===== src/rtl/microondas_pkg.sv =====
// Shared constants for the microwave cooking controller: state encodings,
// digit limits and a BCD validity helper.
package microondas_pkg;

  localparam int STATE_W        = 3;
  localparam int MAX_DIGITS_DEF = 3;

  localparam logic [3:0] BCD_MAX = 4'd9;

  localparam logic [STATE_W-1:0] ST_IDLE  = 3'd0;
  localparam logic [STATE_W-1:0] ST_SET   = 3'd1;
  localparam logic [STATE_W-1:0] ST_COOK  = 3'd2;
  localparam logic [STATE_W-1:0] ST_PAUSE = 3'd3;
  localparam logic [STATE_W-1:0] ST_DONE  = 3'd4;

  function automatic logic is_bcd(input logic [3:0] digit);
    return (digit <= BCD_MAX);
  endfunction

endpackage


===== src/rtl/microondas_ctrl_if.sv =====
// Button/door/timer signal bundle between the panel, the controller and the
// timer datapath. The controller uses the slave side.
interface microondas_ctrl_if;
  import microondas_pkg::*;

  logic               key_valid;
  logic [3:0]         key_digit;
  logic               start;
  logic               stop;
  logic               door_closed;
  logic               tmr_zero;
  logic [3:0]         tmr_digit;
  logic               tmr_load;
  logic               tmr_dec;
  logic               tmr_clr;
  logic               mag_on;
  logic               lamp;
  logic               beep;
  logic [STATE_W-1:0] state_o;

  modport slave (
    input  key_valid, key_digit, start, stop, door_closed, tmr_zero,
    output tmr_digit, tmr_load, tmr_dec, tmr_clr, mag_on, lamp, beep, state_o
  );

  modport master (
    output key_valid, key_digit, start, stop, door_closed, tmr_zero,
    input  tmr_digit, tmr_load, tmr_dec, tmr_clr, mag_on, lamp, beep, state_o
  );

endinterface


===== src/rtl/tick_gen.sv =====
// One-second prescaler: counts 0..TICK_DIV-1 while enabled, holds when not,
// and restarts from 0 on clr. tick flags the wrapping cycle.
module tick_gen #(
  parameter int TICK_DIV = 50000000
) (
  input  logic clock,
  input  logic reset,
  input  logic clr,
  input  logic en,
  output logic tick
);

  localparam int CNT_W = (TICK_DIV > 1) ? $clog2(TICK_DIV) : 1;
  localparam logic [CNT_W-1:0] CNT_LAST = CNT_W'(TICK_DIV - 1);
  localparam logic [CNT_W-1:0] CNT_ONE  = CNT_W'(1);

  logic [CNT_W-1:0] cnt_q;
  logic [CNT_W-1:0] cnt_d;

  // next prescaler value: clear wins over counting, hold when disabled
  always_comb begin
    cnt_d = cnt_q;
    if (clr) begin
      cnt_d = '0;
    end else if (en) begin
      if (cnt_q == CNT_LAST) begin
        cnt_d = '0;
      end else begin
        cnt_d = cnt_q + CNT_ONE;
      end
    end else begin
      cnt_d = cnt_q;
    end
  end

  // prescaler register
  always_ff @(posedge clock) begin
    if (reset) begin
      cnt_q <= '0;
    end else begin
      cnt_q <= cnt_d;
    end
  end

  assign tick = en & (cnt_q == CNT_LAST);

endmodule


===== src/rtl/microondas_ctrl.sv =====
// Microwave cooking controller: digit entry, cook/pause/done sequencing,
// door interlock, magnetron, lamp and beeper. All outputs are registered.
module microondas_ctrl
  import microondas_pkg::*;
#(
  parameter int TICK_DIV   = 50000000,
  parameter int BEEP_SECS  = 3,
  parameter int MAX_DIGITS = MAX_DIGITS_DEF
) (
  input  logic             clock,
  input  logic             reset,
  microondas_ctrl_if.slave bus
);

  localparam int CNT_W = $clog2(MAX_DIGITS + 1);
  localparam logic [CNT_W-1:0] CNT_MAX = CNT_W'(MAX_DIGITS);
  localparam logic [CNT_W-1:0] CNT_ONE = CNT_W'(1);
  localparam int BEEP_W = (BEEP_SECS > 1) ? $clog2(BEEP_SECS) : 1;
  localparam logic [BEEP_W-1:0] BEEP_LAST = BEEP_W'(BEEP_SECS - 1);
  localparam logic [BEEP_W-1:0] BEEP_ONE  = BEEP_W'(1);

  logic [STATE_W-1:0] state_q, state_d;
  logic [CNT_W-1:0]   count_q, count_d;
  logic [BEEP_W-1:0]  beep_cnt_q, beep_cnt_d;
  logic               first_q;
  logic [3:0]         tmr_digit_q, tmr_digit_d;
  logic               tmr_load_q, tmr_load_d;
  logic               tmr_dec_q, tmr_dec_d;
  logic               tmr_clr_q, tmr_clr_d;
  logic               mag_on_q, mag_on_d;
  logic               lamp_q, lamp_d;
  logic               beep_q, beep_d;

  logic digit_ok;
  logic pre_clr;
  logic pre_en;
  logic tick;

  assign digit_ok = bus.key_valid & is_bcd(bus.key_digit);

  // The prescaler only runs in cycles that stay in COOK or DONE, so a stop or
  // door opening freezes it and tmr_zero suppresses the final decrement.
  assign pre_en = ((state_q == ST_COOK) & ~bus.stop & bus.door_closed & ~bus.tmr_zero) |
                  ((state_q == ST_DONE) & ~bus.stop & bus.door_closed);

  tick_gen #(.TICK_DIV(TICK_DIV)) u_tick_gen (
    .clock (clock),
    .reset (reset),
    .clr   (pre_clr),
    .en    (pre_en),
    .tick  (tick)
  );

  // state transitions and the strobes they cause
  always_comb begin
    state_d     = state_q;
    count_d     = count_q;
    beep_cnt_d  = beep_cnt_q;
    tmr_digit_d = tmr_digit_q;
    tmr_load_d  = 1'b0;
    tmr_dec_d   = 1'b0;
    tmr_clr_d   = first_q;
    pre_clr     = 1'b0;
    case (state_q)
      ST_IDLE: begin
        if (digit_ok) begin
          tmr_digit_d = bus.key_digit;
          tmr_load_d  = 1'b1;
          count_d     = CNT_ONE;
          state_d     = ST_SET;
        end else begin
          count_d = '0;
        end
      end
      ST_SET: begin
        if (bus.stop) begin
          tmr_clr_d = 1'b1;
          count_d   = '0;
          state_d   = ST_IDLE;
        end else if (bus.start) begin
          // a digit arriving with start is dropped even if start is refused
          if (bus.door_closed & ~bus.tmr_zero) begin
            state_d = ST_COOK;
            pre_clr = 1'b1;
          end else begin
            state_d = ST_SET;
          end
        end else if (digit_ok && (count_q < CNT_MAX)) begin
          tmr_digit_d = bus.key_digit;
          tmr_load_d  = 1'b1;
          count_d     = count_q + CNT_ONE;
        end else begin
          state_d = ST_SET;
        end
      end
      ST_COOK: begin
        if (bus.stop | ~bus.door_closed) begin
          state_d = ST_PAUSE;
        end else if (bus.tmr_zero) begin
          state_d    = ST_DONE;
          beep_cnt_d = '0;
          pre_clr    = 1'b1;
        end else begin
          tmr_dec_d = tick;
        end
      end
      ST_PAUSE: begin
        if (bus.stop) begin
          tmr_clr_d = 1'b1;
          count_d   = '0;
          state_d   = ST_IDLE;
        end else if (bus.start & bus.door_closed & ~bus.tmr_zero) begin
          state_d = ST_COOK;
          pre_clr = 1'b1;
        end else begin
          state_d = ST_PAUSE;
        end
      end
      ST_DONE: begin
        if (bus.stop | ~bus.door_closed) begin
          state_d    = ST_IDLE;
          count_d    = '0;
          beep_cnt_d = '0;
        end else if (tick) begin
          if (beep_cnt_q >= BEEP_LAST) begin
            state_d    = ST_IDLE;
            count_d    = '0;
            beep_cnt_d = '0;
          end else begin
            beep_cnt_d = beep_cnt_q + BEEP_ONE;
          end
        end else begin
          state_d = ST_DONE;
        end
      end
      default: begin
        state_d    = ST_IDLE;
        count_d    = '0;
        beep_cnt_d = '0;
        tmr_clr_d  = 1'b1;
      end
    endcase
    mag_on_d = (state_d == ST_COOK);
    lamp_d   = ~bus.door_closed | (state_d == ST_COOK);
    beep_d   = (state_d == ST_DONE);
  end

  // state and output registers; first_q yields the post-reset timer clear
  always_ff @(posedge clock) begin
    if (reset) begin
      state_q     <= ST_IDLE;
      count_q     <= '0;
      beep_cnt_q  <= '0;
      first_q     <= 1'b1;
      tmr_digit_q <= 4'd0;
      tmr_load_q  <= 1'b0;
      tmr_dec_q   <= 1'b0;
      tmr_clr_q   <= 1'b0;
      mag_on_q    <= 1'b0;
      lamp_q      <= 1'b0;
      beep_q      <= 1'b0;
    end else begin
      state_q     <= state_d;
      count_q     <= count_d;
      beep_cnt_q  <= beep_cnt_d;
      first_q     <= 1'b0;
      tmr_digit_q <= tmr_digit_d;
      tmr_load_q  <= tmr_load_d;
      tmr_dec_q   <= tmr_dec_d;
      tmr_clr_q   <= tmr_clr_d;
      mag_on_q    <= mag_on_d;
      lamp_q      <= lamp_d;
      beep_q      <= beep_d;
    end
  end

  assign bus.tmr_digit = tmr_digit_q;
  assign bus.tmr_load  = tmr_load_q;
  assign bus.tmr_dec   = tmr_dec_q;
  assign bus.tmr_clr   = tmr_clr_q;
  assign bus.mag_on    = mag_on_q;
  assign bus.lamp      = lamp_q;
  assign bus.beep      = beep_q;
  assign bus.state_o   = state_q;

endmodule


===== src/flat_wrapper.sv =====
// flat-port wrapper written by rule: the top's interface ports become plain ports
module microondas_ctrl_flat import microondas_pkg::*;
#(
  parameter int TICK_DIV   = 50000000,
  parameter int BEEP_SECS  = 3,
  parameter int MAX_DIGITS = MAX_DIGITS_DEF
)
  (clock, reset, bus_key_valid, bus_key_digit, bus_start, bus_stop, bus_door_closed, bus_tmr_zero, bus_tmr_digit, bus_tmr_load, bus_tmr_dec, bus_tmr_clr, bus_mag_on, bus_lamp, bus_beep, bus_state_o);
  microondas_ctrl_if bus_i ();
  input  logic clock;
  input  logic reset;
  input wire logic [$bits(bus_i.key_valid)-1:0] bus_key_valid;
  input wire logic [$bits(bus_i.key_digit)-1:0] bus_key_digit;
  input wire logic [$bits(bus_i.start)-1:0] bus_start;
  input wire logic [$bits(bus_i.stop)-1:0] bus_stop;
  input wire logic [$bits(bus_i.door_closed)-1:0] bus_door_closed;
  input wire logic [$bits(bus_i.tmr_zero)-1:0] bus_tmr_zero;
  output wire logic [$bits(bus_i.tmr_digit)-1:0] bus_tmr_digit;
  output wire logic [$bits(bus_i.tmr_load)-1:0] bus_tmr_load;
  output wire logic [$bits(bus_i.tmr_dec)-1:0] bus_tmr_dec;
  output wire logic [$bits(bus_i.tmr_clr)-1:0] bus_tmr_clr;
  output wire logic [$bits(bus_i.mag_on)-1:0] bus_mag_on;
  output wire logic [$bits(bus_i.lamp)-1:0] bus_lamp;
  output wire logic [$bits(bus_i.beep)-1:0] bus_beep;
  output wire logic [$bits(bus_i.state_o)-1:0] bus_state_o;
  assign bus_i.key_valid = bus_key_valid;
  assign bus_i.key_digit = bus_key_digit;
  assign bus_i.start = bus_start;
  assign bus_i.stop = bus_stop;
  assign bus_i.door_closed = bus_door_closed;
  assign bus_i.tmr_zero = bus_tmr_zero;
  assign bus_tmr_digit = bus_i.tmr_digit;
  assign bus_tmr_load = bus_i.tmr_load;
  assign bus_tmr_dec = bus_i.tmr_dec;
  assign bus_tmr_clr = bus_i.tmr_clr;
  assign bus_mag_on = bus_i.mag_on;
  assign bus_lamp = bus_i.lamp;
  assign bus_beep = bus_i.beep;
  assign bus_state_o = bus_i.state_o;
  microondas_ctrl #(.TICK_DIV(TICK_DIV), .BEEP_SECS(BEEP_SECS), .MAX_DIGITS(MAX_DIGITS)) u_core (.clock(clock), .reset(reset), .bus(bus_i));
endmodule

===== config.mk =====
export PLATFORM = sky130hd
export DESIGN_NAME = microondas_ctrl_flat
export DESIGN_NICKNAME = d
export VERILOG_FILES = /design/src/rtl/microondas_pkg.sv /design/src/rtl/microondas_ctrl_if.sv /design/src/rtl/tick_gen.sv /design/src/rtl/microondas_ctrl.sv /design/src/flat_wrapper.sv
export SDC_FILE = /design/constraint.sdc
export NUM_CORES = 1
export LEC_CHECK = 0
export ABC_AREA = 0
export ABC_CLOCK_PERIOD_IN_PS = 3000
export BUFFER_PORTS_ARGS = -buffer_cell sky130_fd_sc_hd__buf_2
export CAP_MARGIN = 20
export CORE_MARGIN = 1
export CORE_UTILIZATION = 58
export CTS_CLUSTER_DIAMETER = 150
export DETAILED_ROUTE_END_ITERATION = 16
export GPL_TIMING_DRIVEN = 0
export PLACE_DENSITY = 0.79
export SETUP_SLACK_MARGIN = 0.3
export SYNTH_ARGS = -nofsm -noshare
export SYNTH_HDL_FRONTEND = slang
export SYNTH_SLANG_ARGS = --single-unit

===== constraint.sdc =====
create_clock -name clock -period 3 [get_ports clock]
set_clock_uncertainty 0.05 [all_clocks]
set_input_delay 0.15 -clock clock [delete_from_list [all_inputs] [get_ports clock]]
set_output_delay 0.15 -clock clock [all_outputs]
set_load 0.03 [all_outputs]

==> Word-level counts from Yosys, hierarchy flattened <==
Index checks and enable logic that the tools add are counted.
W data, S select, Z words.
{ "classes": {"addsub": 3, "n_bitwise": 18, "n_mux": 50, "order_cmp": 3, "n_reduce_logical": 11, "eq_ne": 18} }
{ "ops": {"columns": ["op", "n"], "rows": [
  ["$mux W3", 10],
  ["$add A26 B1 Y26 const B", 1],
  ["$eq A26 B26 Y1 const B", 1],
  ["$mux W2", 13],
  ["$mux W26", 1],
  ["$mux W4", 4],
  ["$mux W1", 15],
  ["$pmux W3 S5", 1],
  ["$and A1 B1 Y1", 10],
  ["$ne A2 B2 Y1 const B", 5],
  ["$pmux W2 S5", 1],
  ["$eq A3 B2 Y1 const B", 3],
  ["$pmux W4 S2", 1],
  ["$eq A3 B3 Y1 const B", 2],
  ["$ne A3 B2 Y1 const B", 2],
  ["$ne A3 B3 Y1 const B", 2],
  ["$pmux W2 S3", 1],
  ["$reduce_and A6 Y1", 1],
  ["$reduce_or A3 Y1", 2],
  ["$not A1 Y1", 5],
  ["$reduce_and A5 Y1", 1],
  ["$add A2 B1 Y2 const B", 2],
  ["$le A4 B4 Y1 const B", 1],
  ["$ne A2 B1 Y1 const B", 2],
  ["12 further kinds", 16]
]} }
{ "word_totals": {"reg_bits": 44, "wordCells": 115} }

==> Logic depth before layout (Yosys ltp) <==
Gate-level depths: netlist of the first run.
{ "depth": {"word_depth": 11, "ltp_mapped": 7, "ltp_nobuf": 6} }

==> Hierarchy <==
A second synthesis of the first run with hierarchy kept.
{ "unflattened": {"cells_unflattened": 239, "area_unflattened_um2": 2159.6} }
{ "modules_own_cells": {"columns": ["mod", "seq_area_each_um2", "n_inst", "area_each_um2", "cells_per_inst"], "rows": [
  ["tick_gen", 520.5, 1, 1295.0, 144],
  ["microondas_ctrl", 360.3, 1, 864.6, 95]
]} }

==> Worst setup path after synthesis of the first run <==
Ideal clock, no wire load.
{ "synth_path": {"kind": "register -> register", "start": "reg u_core.state_q[1], in the netlist u_core.bus.state_o[1]", "end": "reg u_core.u_tick_gen.cnt_q[25]", "required_time_ns": 2.880, "n_path_buf": 2, "arrival_time_ns": 2.239, "slack_ns": 0.642, "synth_period_minus_slack_ns": 2.358, "stages_incl_launch_ff": 8, "path_cell_list": "dfxtp_1 -> buf_6 -> nor3b_4 -> o2111ai_4 -> or4_1 -> buf_2 -> or3_1 -> a21oi_1"} }
{ "synth_between": {"elab_chain_len": 5, "elab_cells_between_ends": 12, "cone_classes": "eq/ne (4); mux (1); bitwise (6); reduce/logical (1)"} }
{ "synth_lines": {"columns": ["element", "line", "rtl"], "rows": [
  ["from (decl)", "microondas_ctrl.sv:22", "logic [STATE_W-1:0] state_q, state_d;"],
  ["from (signal assigned)", "microondas_ctrl.sv:163", "state_q <= state_d;"],
  ["$eq A3 B2 Y1", "microondas_ctrl.sv:43, microondas_ctrl.sv:64", null],
  ["$and A1 B1 Y1 (3 in series)", "microondas_ctrl.sv:43", "assign pre_en = ((state_q == ST_COOK) & ~bus.stop & bus.door_closed & ~bus.tmr_zero) |"],
  ["$or A1 B1 Y1", "microondas_ctrl.sv:43", null],
  ["to (signal assigned)", "tick_gen.sv:41", "cnt_q <= cnt_d;"],
  ["to (decl)", "tick_gen.sv:17", "logic [CNT_W-1:0] cnt_q;"]
]} }
Several ways; a longest one is shown, not always the timed one.
A chain may end at the register's enable or synchronous reset.

==> Final worst setup path of the first run <==
{ "layout_path": {"start": "reg u_core.u_tick_gen.cnt_q[0]", "end": "reg u_core.u_tick_gen.cnt_q[16]"} }
{ "layout_between": {"elab_chain_len": 2, "elab_cells_between_ends": 3, "cone_classes": "add/sub (1); eq/ne (1); mux (1)"} }
{ "layout_lines": {"columns": ["element", "line", "rtl"], "rows": [
  ["$add A26 B1 Y26 or $eq A26 B26 Y1 (tied branches)", "tick_gen.sv:29, tick_gen.sv:26", null],
  ["$mux W26 (*)", "tick_gen.sv:26", "if (cnt_q == CNT_LAST) begin"]
]} }
Mark *: on every way between the ends. The rest lies on a longest branch, timed or not.

==> results of run 1 <==
## Yosys cell counts, drive strengths merged (5+ instances only)
library cell	n
nor2	33
dfxtp	44
clkbuf	8
nand2	17
nand3	17
or3	9
inv	5
buf	9
nor4	7
o21ai	14
nand4	11
a21oi	21
or4	8
xnor2	5
xor2	5
nor3	8
## metal layers
metal,GRT usage,wire (microns),up-vias
met3,0.0554,150,8
met1,0.315,2270,951
met2,0.420,2330,37
li1,-,-,1063
met4,0.0917,81,0
met5,0,0,-
## through the flow
step	std cells	util	area [sq um]	hold WS, ps	total power [W]
floorplan	273	-	2240	128	0.000667
global placement	344	0.656	2420	214	0.000694
detailed placement	344	0.656	2420	216	0.000695
CTS	352	0.685	2520	36.6	0.00109
global route	352	0.686	2530	44.9	0.00112
finish	352	0.686	2530	43.1	0.00108
## worst max path at each step
stage / start / endpoint / slack (ps) / depth (start not counted)
3_5_place_dp: u_core.bus.state_o[1] / u_core.u_tick_gen.cnt_q[6] / 490 / 6
2_1_floorplan: u_core.bus.state_o[1] / u_core.u_tick_gen.cnt_q[25] / 640 / 7
3_3_place_gp: u_core.bus.state_o[1] / u_core.u_tick_gen.cnt_q[2] / 500 / 6
4_1_cts: u_core.bus.state_o[1] / u_core.u_tick_gen.cnt_q[6] / 470 / 6
6_report: u_core.u_tick_gen.cnt_q[0] / u_core.u_tick_gen.cnt_q[16] / 530 / 7
5_1_grt: u_core.u_tick_gen.cnt_q[0] / u_core.u_tick_gen.cnt_q[22] / 350 / 7
## kinds of logic (layout without fill, tap and decap cells)
| family | Yosys count | after routing | share of synthesized area |
|---|---|---|---|
| adder cells (fa/ha/maj) | 2 | 2 | 0.0112 |
| AND/OR/NAND/NOR | 137 | 137 | 0.343 |
| buffers and inverters | 22 | 53 | 0.0435 |
| flip-flops | 44 | 44 | 0.393 |
| AO/OA/AOI/OAI | 54 | 54 | 0.153 |
| XOR/XNOR | 10 | 10 | 0.0390 |
| multiplexers | 4 | 4 | 0.0178 |
## layout make-up
| class | instances | area (sq um) |
|---|---|---|
| Fill cell | 320 | 1160 |
| Multi-Input combinational cell | 207 | 1270 |
| Sequential cell | 44 | 881 |
| Tap cell | 48 | 60.1 |
| Clock buffer | 7 | 96.3 |
| Timing Repair Buffer | 24 | 125 |
| Buffer | 17 | 78.8 |
| Inverter | 5 | 18.8 |
## critical path: stages (launching register included)
cell,delay [ps]
dfxtp_1,420
ha_1,240
and4_1,350
nand4_1,170
nor4_2,610
a21o_1,230
buf_2,220
nor2_1,70
## power groups by stage
stage	Combinational [W]	Clock (W)	Sequential, W
3_3_place_gp	0.0000845	0	0.000610
4_1_cts	0.0000864	0.000404	0.000596
2_1_floorplan	0.0000432	0	0.000624
3_5_place_dp	0.0000852	0	0.000610
6_report	0.0000866	0.000395	0.000596
5_1_grt	0.0000943	0.000427	0.000598
## registers in the layout (all words and copies together) (netlist names)
register and flops:
u_core.first_q 1, u_core.bus.state_o 3, u_core.bus.beep 1, u_core.bus.tmr_clr 1, u_core.bus.tmr_load 1, u_core.count_q 2, u_core.bus.mag_on 1, u_core.bus.tmr_digit 4
u_core.u_tick_gen.cnt_q 26, u_core.bus.lamp 1, u_core.bus.tmr_dec 1, u_core.beep_cnt_q 2
## timing repair
item / 4_1_cts / 5_1_grt
endpoints found under the setup margin: 0 / 5
resized for setup: 0 / 1
hold buffers: 1 / 0
hold endpoints to repair: 1 / 0
==> results by group, run 1 <==
Synth
  • Share of the synthesized area in the top cell type: 0.393
  • Syn avg cell area: between 8 and 9 sq um
  • Ys async rst share: 0
  • Yosys reg bits: 44
  • Register area share after synthesis: 0.393
  • Mapped Cells: approximately 270
  • Number of flops mapped to enable cells by yosys: 0
  • Yosys warning total: 0
  • Yosys cell types: roughly 50
  • Prevailing post-synth register cell: dfxtp_1
  • Synthesized cell area: roughly 2200 sq um
  • Post-synth top area cell: dfxtp_1
  • Synth top area cells: dfxtp_1 39%, nor2_1 5.5%, a21oi_1 4.7%
  • Net Count, Synth: approximately 290

Power and ir drop
  • Psw: ~0.00025 W
  • Pwr dens: around 430 nW/um^2
  • Sw Ratio: 0.231
  • Leakage: 0.882 nW
  • P_int: between 0.0008 and 0.0009 W
  • Peak VDD IR: about 0.37 mV
  • Gate power share: 0.080
  • Share of power burned in registers: 0.553
  • Clk pwr share: 0.366

Die
  • CORE AREA: between 3000 and 4000 sq um
  • Cell Rows: 22
  • Initial Util: 0.608
  • Die Span X: 64.2 microns
  • Total Die Area: 4120 sq um
  • I/O pin total: 24
  • Die height: between 60 and 70 microns

Clock tree
  • Clk sinks: 44
  • Num CTS Buffers: 5
  • Reg clk slew, reported paths: 80 ps
  • Root Buffer: clkbuf_8
  • Setup Fix Bufs, Post-CTS: 0
  • Clk_lat worst skew: 290 ps
  • Maximum clock insertion buffer count: 2
  • CTS tree: yes
  • Htree depth: 2

Worst setup path
  • CP arrival: approximately 2600 ps
  • Worst r2r path cells: 7
  • Reg2Reg Launch Point: u_core.u_tick_gen.cnt_q[0]
  • Crit Path Max Fanout: 10
  • CP endpoint kind: flop
  • R2r endpoint: u_core.u_tick_gen.cnt_q[16]
  • WP data required: between 3000 and 4000 ps
  • Worst reg2reg setup slack: roughly 530 ps
  • Setup Crit Path Kind: flop to flop
  • Setup crit start kind: flop

Timing
  • Unrepaired setup endpoints after global routing: false
  • Total negative slack: 0 ps
  • Worst-margin pin slew: 771 ps
  • Final-report max-slew violation count: 0
  • Fin crit period: 2470 ps
  • Slew HR: 0.482
  • Final period util: 0.823
  • Final hold vios: 0
  • F_max: approximately 400 MHz
  • Setup ws final: 530 ps
  • Final setup viols: 0

Worst hold path
  • Hold Crit Class: primary input to flop
  • Hold Path Depth: 3
  • Hold Crit Endpoint: u_core.bus.tmr_digit[0]
  • Hold Startpoint: bus_key_digit[0]

Global route
  • Vias in the first global route: ~1800
  • Largest net degree at the start of global routing: 13
  • First-pass GRT wire length: 7.99 mm
  • Grt ovf: 0
  • Initial antenna violation count: 0
  • Total GRT Usage: 0.251

Routing
  • Via/cell ratio: 5.85
  • Drt drc: 0
  • Number of nets still failing antenna checks after routing: 0
  • Detailed Routing Iterations Pass 1: 4
  • Number of DRC markers in iteration 0: between 100 and 150
  • Vias: just over 2000
  • Routed WL: just under 5 mm
  • WL/cell: between 10 and 15 microns

Placed design
  • Hpwl dp: approximately 3.5 mm
  • Pre-CTS setup slack: 485 ps
  • GP Congestion: slightly below 1
  • Port-buffer cells: 23

Cells and area
  • Synth-to-layout area growth: 12.8%
  • Nets@finish: around 320
  • Commonest non-fill, non-tap cell in the layout: dfxtp_1
  • Most frequent cells in the layout: 44 x dfxtp_1, 33 x nor2_1, 29 x buf_2
  • # diodes: 0
  • Share of cells above drive strength 1: 0.151

Status
  • Status: finished, final reports clean

Flow run
  • Max-cap violation count: 0
No activity file was read; power rests on OpenSTA's default activity.
==> run 2, diff against run 1 <==
Settings changed: ABC_CLOCK_PERIOD_IN_PS 3000 to 2100, CORE_UTILIZATION 58 to 52, PLACE_DENSITY 0.79 to 0.75.
Clock period 3 ns to 2.1 ns, I/O delays scaled along.
==> run 2 against run 1 <==
Against the previous run:
- routed wire length increased by 32%
- die area increased by 11%
- worst setup slack got worse by 490 ps
- utilization increased by 8.9 points
- sequential share of layout area decreased by 5.2 points
- power increased by 54%
- sequential power increased by 41%
- register-to-register slack got worse by 490 ps
- non-clock buffer count increased by 32
==> results by group, run 2 (synthesis gave the netlist of run 1 again) <==
Worst setup path
  • CP peak stage delay: 520 ps
  • Worst reg2reg setup slack: approximately 43 ps
  • Setup crit start kind: flop
  • Critical path's top delay family: simple AND/OR/NAND/NOR gates
  • WP data required: around 2200 ps
  • Worst r2r path cells: 6
  • CP endpoint: u_core.bus.beep
  • CP arrival: ~2200 ps
  • CP Cell Sequence: buf_8 -> or4_4 -> or4_4 -> buf_8 -> o21ai_4 -> a21oi_1
  • Stages on worst setup path: 6
  • Crit Path Max Fanout: 5
  • CP endpoint kind: flop
  • Setup Crit Path Kind: flop to flop
  • Worst path bufs/invs: 2
  • Slowest cell on crit path: or4_4
  • R2r endpoint: u_core.bus.beep
  • Reg2Reg Launch Point: u_core.u_tick_gen.cnt_q[10]
  • Worst setup startpoint: u_core.u_tick_gen.cnt_q[10]

Die
  • Total Die Area: between 4000 and 5000 sq um
  • I/O pin total: 24
  • Initial Util: 0.553
  • Die Span X: approximately 68 microns
  • CORE AREA: between 4000 and 5000 sq um
  • Die height: 67.7 microns
  • Cell Rows: 23

Cells and area
  • Most frequent cells in the layout: 31 x nor2_1, 30 x buf_4, 23 x buf_2, 23 x dfxtp_1, 16 x nand2_1
  • Nets@finish: between 300 and 400
  • Share of cells above drive strength 1: 0.407
  • Commonest non-fill, non-tap cell in the layout: nor2_1
  • Flip-flop count of the largest register after layout: 26
  • Synth-to-layout area growth: 40.1%
  • Layout Cells excl Fill: approximately 390
  • # diodes: 0
  • Filler cells: 265
  • Register area: approximately 930 sq um
  • Area of the multi-input gates: 1490 sq um
  • Top reg by flops: u_core.u_tick_gen.cnt_q

Worst hold path
  • Hold Crit Class: primary input to flop

Global route
  • Largest net degree at the start of global routing: 16
  • Initial antenna violation count: 0
  • First-pass GRT wire length: slightly below 10 mm
  • Total GRT Usage: 0.289
  • Grt ovf: 0
  • Vias in the first global route: approximately 2100

Power and ir drop
  • Peak VDD IR: 0.544 mV
  • Leakage: between 1 and 1.5 nW
  • Pwr dens: 529 nW/um^2

Timing
  • Fin Hold WS: ~3.7 ps
  • Final setup viols: 0
  • Unrepaired setup endpoints after global routing: true
  • Final hold vios: 0
  • Slew HR: 0.670
  • Final-report max-slew violation count: 0
  • Setup ws final: roughly 43 ps
  • Final period util: 0.979
  • Fin crit period: around 2100 ps
  • F_max: 486 MHz
  • Total negative slack: 0 ps
  • Worst-margin pin slew: slightly below 500 ps

Clock tree
  • Htree depth: 2
  • Maximum clock insertion buffer count: 2
  • Clk sinks: between 40 and 50
  • Root Buffer: clkbuf_8
  • Reg clk slew, reported paths: 90 ps
  • Num CTS Buffers: 5
  • CTS tree: yes
  • Clk_lat worst skew: about 300 ps

Placed design
  • GP Congestion: between 0.8 and 0.9
  • Port-buffer cells: 23
  • Hpwl dp: approximately 3.6 mm
  • Cells after DPL: approximately 350
  • Pre-CTS setup slack: -128 ps

Routing
  • Via/cell ratio: around 6.1
  • Number of nets still failing antenna checks after routing: 0
  • Drt drc: 0
  • Routed WL: around 6.4 mm
  • Number of DRC markers in iteration 0: roughly 180
  • WL/cell: 16.5 microns
  • Vias: around 2400
  • Detailed Routing Iterations Pass 1: 5

Flow run
  • Max-cap violation count: 0

Status
  • Status: finished, final reports clean
-- run 2: repair_timing --
item                                    CTS  global route
pin swaps                                14            19
hold buffers                              3             0
hold endpoints to repair                  3             0
setup buffers                            20             8
endpoints found under the setup margin   36            37
gates cloned                              2             0
resized for setup                        37            43
-- run 2: tightest hold or removal path, cell delays in order --
cell and delay, ps:
buf_2 90, mux2i_1 60, nor2_1 70
-- run 2: where the power goes --
part           internal [W]  total (W)  switching [W]
Clock              0.000358   0.000667       0.000309
Combinational     0.0000628   0.000156      0.0000937
Sequential         0.000834   0.000840     0.00000675
-- run 2: stage by stage --
stage	cell area, sq um	utilization	power (W)
final	3140	0.775	0.00166
after global routing	3140	0.775	0.00172
after CTS	2950	0.727	0.00167
after detailed placement	2520	0.622	0.000996
after global placement	2520	0.622	0.000995
after floorplan	2350	-	0.000955
-- run 2: worst min path at each step --
stage,depth (start not counted),end,startpoint
floorplan,0,u_core.first_q,reset
global placement,1,u_core.first_q,reset
detailed placement,1,u_core.first_q,reset
CTS,3,u_core.bus.tmr_digit[1],bus_key_digit[1]
global route,2,u_core.bus.lamp,bus_door_closed
finish,3,u_core.bus.tmr_digit[1],bus_key_digit[1]
-- run 2: metal layers --
metal	track usage	vias to the layer above	share of wire
li1	-	1133	-
met1	0.373	1111	0.42
met2	0.473	92	0.50
met3	0.0574	19	0.057
met4	0.106	0	0.030
met5	0	-	0
-- run 2: cell type report --
class | instances | area share
inverter | 5 | 0.00597
buffer | 17 | 0.0482
multi-input combinational | 207 | 0.473
tap | 50 | 0.0199
sequential | 44 | 0.297
timing repair buffer | 56 | 0.120
clock inverter | 3 | 0.0147
clock buffer | 5 | 0.0219
